$ cat config.mk
export PLATFORM = sky130hd
export DESIGN_NAME = rr_arbiter_8
export DESIGN_NICKNAME = d
export VERILOG_FILES = /design/src/rtl/rr_arbiter_8.sv
export SDC_FILE = /design/constraint.sdc
export NUM_CORES = 1
export LEC_CHECK = 0
export ABC_AREA = 1
export CAP_MARGIN = 10
export CORE_MARGIN = 3
export CORE_UTILIZATION = 59
export CTS_BUF_LIST = sky130_fd_sc_hd__clkbuf_8 sky130_fd_sc_hd__clkbuf_16
export DETAILED_ROUTE_END_ITERATION = 10
export HOLD_SLACK_MARGIN = 0.12
export PLACE_DENSITY = 0.83
export SETUP_SLACK_MARGIN = 0.05
export SLEW_MARGIN = 40
export SYNTH_ARGS = -nofsm -noshare
export SYNTH_HDL_FRONTEND = slang
export SYNTH_SLANG_ARGS = --single-unit
$ cat constraint.sdc
create_clock -name clk -period 3.9 [get_ports clk]
set_input_delay 0.39 -clock clk [delete_from_list [all_inputs] [get_ports clk]]
set_output_delay 0.39 -clock clk [all_outputs]
set_load 0.01 [all_outputs]
$ cat src/rtl/rr_arbiter_8.sv
// Eight-way round-robin arbiter with a rotating priority pointer and a
// per-grant hold limit that force-releases an owner after MAX_HOLD cycles.
module rr_arbiter_8 #(
    parameter int MAX_HOLD = 15
) (
    input  logic       clk,
    input  logic       rst,
    input  logic [7:0] req,
    input  logic       done,
    output logic [7:0] grant,
    output logic [2:0] grant_idx,
    output logic       busy,
    output logic       timeout
);

    typedef enum logic {IDLE, HOLD} state_t;

    localparam logic [7:0] HOLD_LIMIT = 8'(MAX_HOLD);

    state_t     state;
    logic [2:0] ptr;
    logic [7:0] hold_cnt;
    logic [2:0] winner;
    logic       owner_req;
    logic       at_limit;
    logic       release_now;

    // Scan from the farthest offset down so the lowest offset from ptr wins.
    always_comb begin
        winner = '0;
        for (int i = 7; i >= 0; i--) begin
            if (req[ptr + 3'(i)]) begin
                winner = ptr + 3'(i);
            end
        end
    end

    assign owner_req   = req[grant_idx];
    assign at_limit    = (hold_cnt == HOLD_LIMIT);
    assign release_now = done | ~owner_req | at_limit;

    always_ff @(posedge clk) begin
        if (rst) begin
            state     <= IDLE;
            grant     <= '0;
            grant_idx <= '0;
            busy      <= 1'b0;
            timeout   <= 1'b0;
            ptr       <= '0;
            hold_cnt  <= '0;
        end else if (state == IDLE) begin
            timeout <= 1'b0;
            if (|req) begin
                state     <= HOLD;
                busy      <= 1'b1;
                grant_idx <= winner;
                grant     <= 8'b1 << winner;
                hold_cnt  <= 8'd1;
            end else begin
                busy  <= 1'b0;
                grant <= '0;
            end
        end else begin
            if (release_now) begin
                state   <= IDLE;
                busy    <= 1'b0;
                grant   <= '0;
                ptr     <= grant_idx + 3'd1;
                // Only a pure hold-limit expiry counts as a timeout.
                timeout <= at_limit & ~done & owner_req;
            end else begin
                hold_cnt <= hold_cnt + 8'd1;
                timeout  <= 1'b0;
            end
        end
    end

endmodule

=== Yosys cells after proc, flatten, opt, wreduce, memory -nomap -nowiden ===
Index checks and enable logic that the tools add are counted.

* Shift operators: 1
* Magnitude comparators: 9
* Reductions and logical operators: 6
* Mux-type cells: 37
* Add/sub/neg operators: 9
* Equality and inequality tests: 3
* Bitwise logic cells: 8

{| class="wikitable"
|+ Operators by type and width
! operator !! number
|-
| 2-to-1 mux 8 bit || 6
|-
| less-than comparator 3 x 4 -> 1 bit, second input constant || 9
|-
| binary-select mux 1 bit (select 3 bit) || 9
|-
| 2-to-1 mux 3 bit || 8
|-
| 2-to-1 mux 1 bit || 14
|-
| adder 3 bit, second input constant || 4
|-
| adder 8 x 1 -> 8 bit, second input constant || 1
|-
| equality test 8 x 4 -> 1 bit, second input constant || 1
|-
| OR reduction 8 bit || 1
|-
| << shifter 1 x 3 -> 8 bit, first input constant || 1
|-
| adder 3 x 1 -> 3 bit, second input constant || 2
|-
| adder 3 x 2 -> 3 bit, second input constant || 2
|-
| AND reduction 2 bit || 3
|-
| NOT 1 bit || 4
|-
| OR reduction 3 bit || 1
|-
| AND 1 bit || 2
|-
| != test 2 x 1 -> 1 bit, second input constant || 1
|-
| != test 2 bit, second input constant || 1
|-
| OR 1 bit || 2
|-
| nonzero test 2 bit || 1
|}

* Output and inout port bits: 13
* Register bits: 25
* Bits of input ports: 11
* Word-level logic and storage cells: 80

=== Depth between registers and ports, before layout ===
* Word-level depth: 14
* Mapped depth: 21
* Depth with buffers taken out: 20

=== Worst setup path before layout ===
Ideal clock, no wire load.

* Path kind: reg2reg
* Start: register ptr[1]
* End: register grant[3]
* Clock period less this slack: 2.105 ns
* Arrival time: 2.036 ns
* Buffers on the path: 2
* Path slack: 1.795 ns
* Required time: 3.831 ns
* Cell stages (with the launch flop): 22
* Setup time: 0.069 ns
* Cells stage by stage: dfxtp_1 > buf_4 > clkinv_4 > ha_1 > buf_2 > inv_2 > nand3_1 > nand3_2 > nand2_2 > inv_2 > nand2_1 > nand2_1 > nand2_1 > nand2_1 > nand2_1 > nand2_1 > nand2_2 > nand2_4 > inv_4 > nor2_2 > nand2_1 > a21oi_2

* Longest elaborated chain between the ends: 14
* Elaborated cells on any way between the ends: 34
* Classes of those cells: 7 x add/sub; 1 x shift; 26 x mux

{| class="wikitable"
|+ RTL lines
! what !! RTL line !! RTL
|-
| start: declaration || 21 || <nowiki>logic [2:0] ptr;</nowiki>
|-
| start signal: assignment || 68 || <nowiki>ptr <= grant_idx + 3'd1;</nowiki>
|-
| adder 3 bit || 32, 33 ||
|-
| binary-select mux 1 bit (select 3 bit) || 32 || <nowiki>if (req[ptr + 3'(i)]) begin</nowiki>
|-
| 2-to-1 mux 1 bit (implied by the code) || 32 ||
|-
| 2-to-1 mux 3 bit (7 in series) || 32 ||
|-
| 2-to-1 mux 3 bit (*) || 32 ||
|-
| << shifter 1 x 3 -> 8 bit (*) || 57 || <nowiki>grant <= 8'b1 << winner;</nowiki>
|-
| 2-to-1 mux 8 bit (*) || 53 || <nowiki>if (|req) begin</nowiki>
|-
| 2-to-1 mux 8 bit (*) || 51 || <nowiki>end else if (state == IDLE) begin</nowiki>
|-
| end signal: assignment || 57 ||
|-
| end: declaration || 10 || <nowiki>output logic [7:0] grant,</nowiki>
|}

Every way passes the cells marked *; elsewhere a longest branch is shown, timed or not. The select of a mux whose other input is x is not followed.
A chain may end at the register's enable or synchronous reset.

=== Worst setup path in the final report ===
* Start: register ptr[0]
* End: register grant[0]

Same word-level chain as after synthesis.

==> summary.md <==
| Metric | Value |
|---|---|
| Status | completed |
| Largest stage delay, worst path | 620 ps |
| Worst Hold Path EP | grant[5]$_SDFFE_PP0P_ |
| Sequential share of power | 29.3% |
| Initial DRC count | a little under 200 |
| Synth Instances | 285 |
| Sw frac | 47.27% |
| Worst-Margin Slew | roughly 500 ps |
| Clock Pin Slew Worst Setup and Hold Paths | about 90 ps |
| Nets | 324 |
| CTS max path bufs | 2 |
| P_sw | 0.5370 mW |
| Post-synth EDFFs | 0 |
| Slew margin rel. | 66.72% |
| Core area | between 2000 and 3000 µm² |
| Sink Count | 25 |
| TritonCTS Buffers | 3 |
| Sequential fraction of the synthesis area | 27.95% |
| Synth cell count leaders | nand2_1, nand3_1, inv_1 |
| Clock Power Share | 13.5% |
| Hold Path Cell Cnt | 2 |
| FP Rows | 19 |
| Hold Fails Final Rpt | 0 |
| Layout cell share with drive strength beyond 1 | 15.91% |
| Post-Layout Cell Count | around 340 |
| Max Cap Violations | 0 |
| Final min period | about 2700 ps |
| Yosys top cell area share | 27.95% |
| Gpl congestion | 0.9202 |
| Input/output buffers | 23 |
| Max Clk Rate | 370.6 MHz |
| GRT overflow | 0 |
| Initial antenna violation count | 0 |
| Most frequent cell after synthesis | nand2_1 |
| Drt pass-1 iters | 4 |
| Io pins | 24 |
| Top post-synthesis cells by area | dfxtp_1, nand2_1, nand3_1 |
| Area delta synth->final | 16.28% |
| Setup Viol. Count Final | 0 |
| First-pass GRT wire length | 7265 µm |
| Crit. End Element | register |
| Crit-path cells | inv_2 > ha_1 > inv_2 > nand3_1 > nand3_2 > nand2_1 > inv_1 > nand2_1 > nand2_1 > nand2_1 > nand2_1 > nand2_1 > nand2_1 > nand2_2 > a21oi_2 > nand3_1 > a21oi_1 |
| Largest net degree at the start of global routing | 15 |
| Post-Syn Area per Cell | 6.282 µm² |
| Tot GR Track Use | 25.80% |
| PD cells | 545.6 nW/µm² |
| Total routed wirelength | 4349 µm |
| Synthesis-stage register bit count | 25 |
| CTS tree | done |
| Placed Cells | 335 |
| Die X-Extent | 61.09 µm |
| Max VDD drop | 371.3 µV |
| RSZ-0062 raised after global routing | no |
| Worst setup slack after layout | 1202 ps |
| Cell taking the most area after synthesis | dfxtp_1 |
| Yosys warning count | 0 |
| DP HPWL | about 3500 µm |
| Via density | 5.478 |
| Synth cell types | 32 |
| Clock root buffer | clkbuf_8 |
| CP Data Arrival Time | 2890 ps |
| CP Class | register to register |
| TNS Setup | 0 ps |
| CP Data Required Time | 4100 ps |
| Top cell by count, worst path | nand2_1 |
| LEAKAGE | 0.9259 nW |
| Worst clock skew | between 9 and 10 ps |
| DRC viols | 0 |
| CP top delay family | simple AND/OR/NAND/NOR gates |
| # H-tree levels | 1 |
| FF-to-FF setup slack | 1200 ps |
| Min-delay src | grant[5]$_SDFFE_PP0P_ |
| Worst hold path class | register to register |
| Vias post-DR | approximately 1,900 |
| Primary FF master, synth | dfxtp_1 |
| Antenna Cells | 0 |
| Post-place setup slack | 1268 ps |
| Crit share post-route | 69.19% |
| Slew Viols, Final | 0 |
| Power Internal | 0.5989 mW |
| Critical-path top delay cell | dfxtp_1 |
| Worst r2r dst | grant[0]$_SDFFE_PP0P_ |
| Hold buffers post-CTS | 0 |
| Routed length per instance | 12.83 µm |
| Bufs and invs on worst path | 3 |
| Clock Latency Late Sink | 270 ps |
| Worst r2r src | ptr[0]$_SDFFE_PP0P_ |
| Vias in the first global route | 1,707 |
| Post-CTS Setup Repair Bufs | 0 |
| Mapped Nets | 300 |
| Post-Syn Area | 1790 µm² |
| Antenna-violating nets left | 0 |
| Ys async rst share | 0% |
| Startpoint types | register |
| Post-CTS Resized | 0 |
| Initial Util | a little over three fifths |
| Reg2Reg Depth | 17 |
| CP max FO | 12 |
| Full die area | between 3000 and 4000 µm² |
| DIE HEIGHT | 61.09 µm |
| Gate power share | 57.3% |
## kinds of logic (layout without fill, tap and decap cells)
family	Yosys count	count (layout)	synth area share (%)
AND/OR/NAND/NOR	171	171	45.70
XOR/XNOR	1	1	0.4893
flip-flops	25	25	27.95
buffers and inverters	43	66	9.923
adder cells (fa/ha/maj)	4	4	2.795
AO/OA/AOI/OAI	41	41	13.14
## routing by layer
| metal | up-vias | GRT usage [%] | share of wire [%] |
|---|---|---|---|
| met4 | 0 | 8.978 | 2.4 |
| met5 | - | 0 | 0 |
| li1 | 968 | - | - |
| met3 | 16 | 3.774 | 4.1 |
| met2 | 52 | 46.83 | 51 |
| met1 | 821 | 30.78 | 43 |
## worst reg2reg max path, delay by kind of cell (launching register included)
family	cells	cell delay, ps
compound gates	2	380
fa+ha+maj	1	450
buf+inv	3	380
flops	1	620
simple gates	11	800
## through the flow
stage | hold slack [ps] | cell area (µm²) | power, mW | util [%]
after floorplan | 456.2 | 1790 | 0.8191 | -
after global placement | 449.6 | 2036 | 0.9694 | 71.96
after detailed placement | 456.8 | 2036 | 0.9807 | 71.96
after CTS | 472.6 | 2082 | 1.131 | 73.60
after global routing | 498.1 | 2082 | 1.233 | 73.60
final | 468.9 | 2082 | 1.136 | 73.60
## worst max path at each step
| stage | start | to | depth (start not counted) | slack, ps |
|---|---|---|---|---|
| after floorplan | ptr[1]$_SDFFE_PP0P_ | grant[3]$_SDFFE_PP0P_ | 21 | 1790 |
| after global placement | ptr[0]$_SDFFE_PP0P_ | grant[0]$_SDFFE_PP0P_ | 15 | 1360 |
| after detailed placement | ptr[0]$_SDFFE_PP0P_ | grant[0]$_SDFFE_PP0P_ | 17 | 1270 |
| after CTS | ptr[0]$_SDFFE_PP0P_ | grant[0]$_SDFFE_PP0P_ | 17 | 1240 |
| after global routing | ptr[0]$_SDFFE_PP0P_ | grant[0]$_SDFFE_PP0P_ | 17 | 880 |
| final | ptr[0]$_SDFFE_PP0P_ | grant[0]$_SDFFE_PP0P_ | 17 | 1200 |
## cells in the final DEF (no fill, tap or decap), types with 2 or more instances in the layout
master	count
nand4_1	2
nand2_1	86
nand3_1	33
nor4_1	3
a21oi_1	20
clkbuf_8	3
nand3_2	8
o22ai_1	2
nor2_2	3
o21ai_1	2
a21oi_2	5
ha_1	4
inv_1	27
dfxtp_1	25
nor3_1	3
nor2_1	16
nand2_2	13
clkdlybuf4s50_1	23
o21ai_0	9
inv_2	9
## cell type report
cell class | count | area, µm²
clock buffers | 3 | 41.29
clock inverters | 1 | 5.005
fillers | 262 | 747.0
inverters | 39 | 153.9
multi-input cells | 217 | 1112
flip-flops and latches | 25 | 500.5
well taps | 31 | 38.79
repair buffers | 23 | 230.2
## power groups by stage
stage,registers (mW),clock network [mW],logic (mW)
after floorplan,0.332,0,0.487
after global placement,0.337,0,0.633
after detailed placement,0.337,0,0.643
after CTS,0.332,0.153,0.646
after global routing,0.338,0.161,0.734
final,0.332,0.153,0.651
## state kept, by name (all words and copies together), names as in the netlist
register and cells:
busy 1, grant 8, grant_idx 3, hold_cnt 8, ptr 3, state 1, timeout 1
(Power assumes the default switching activity.)
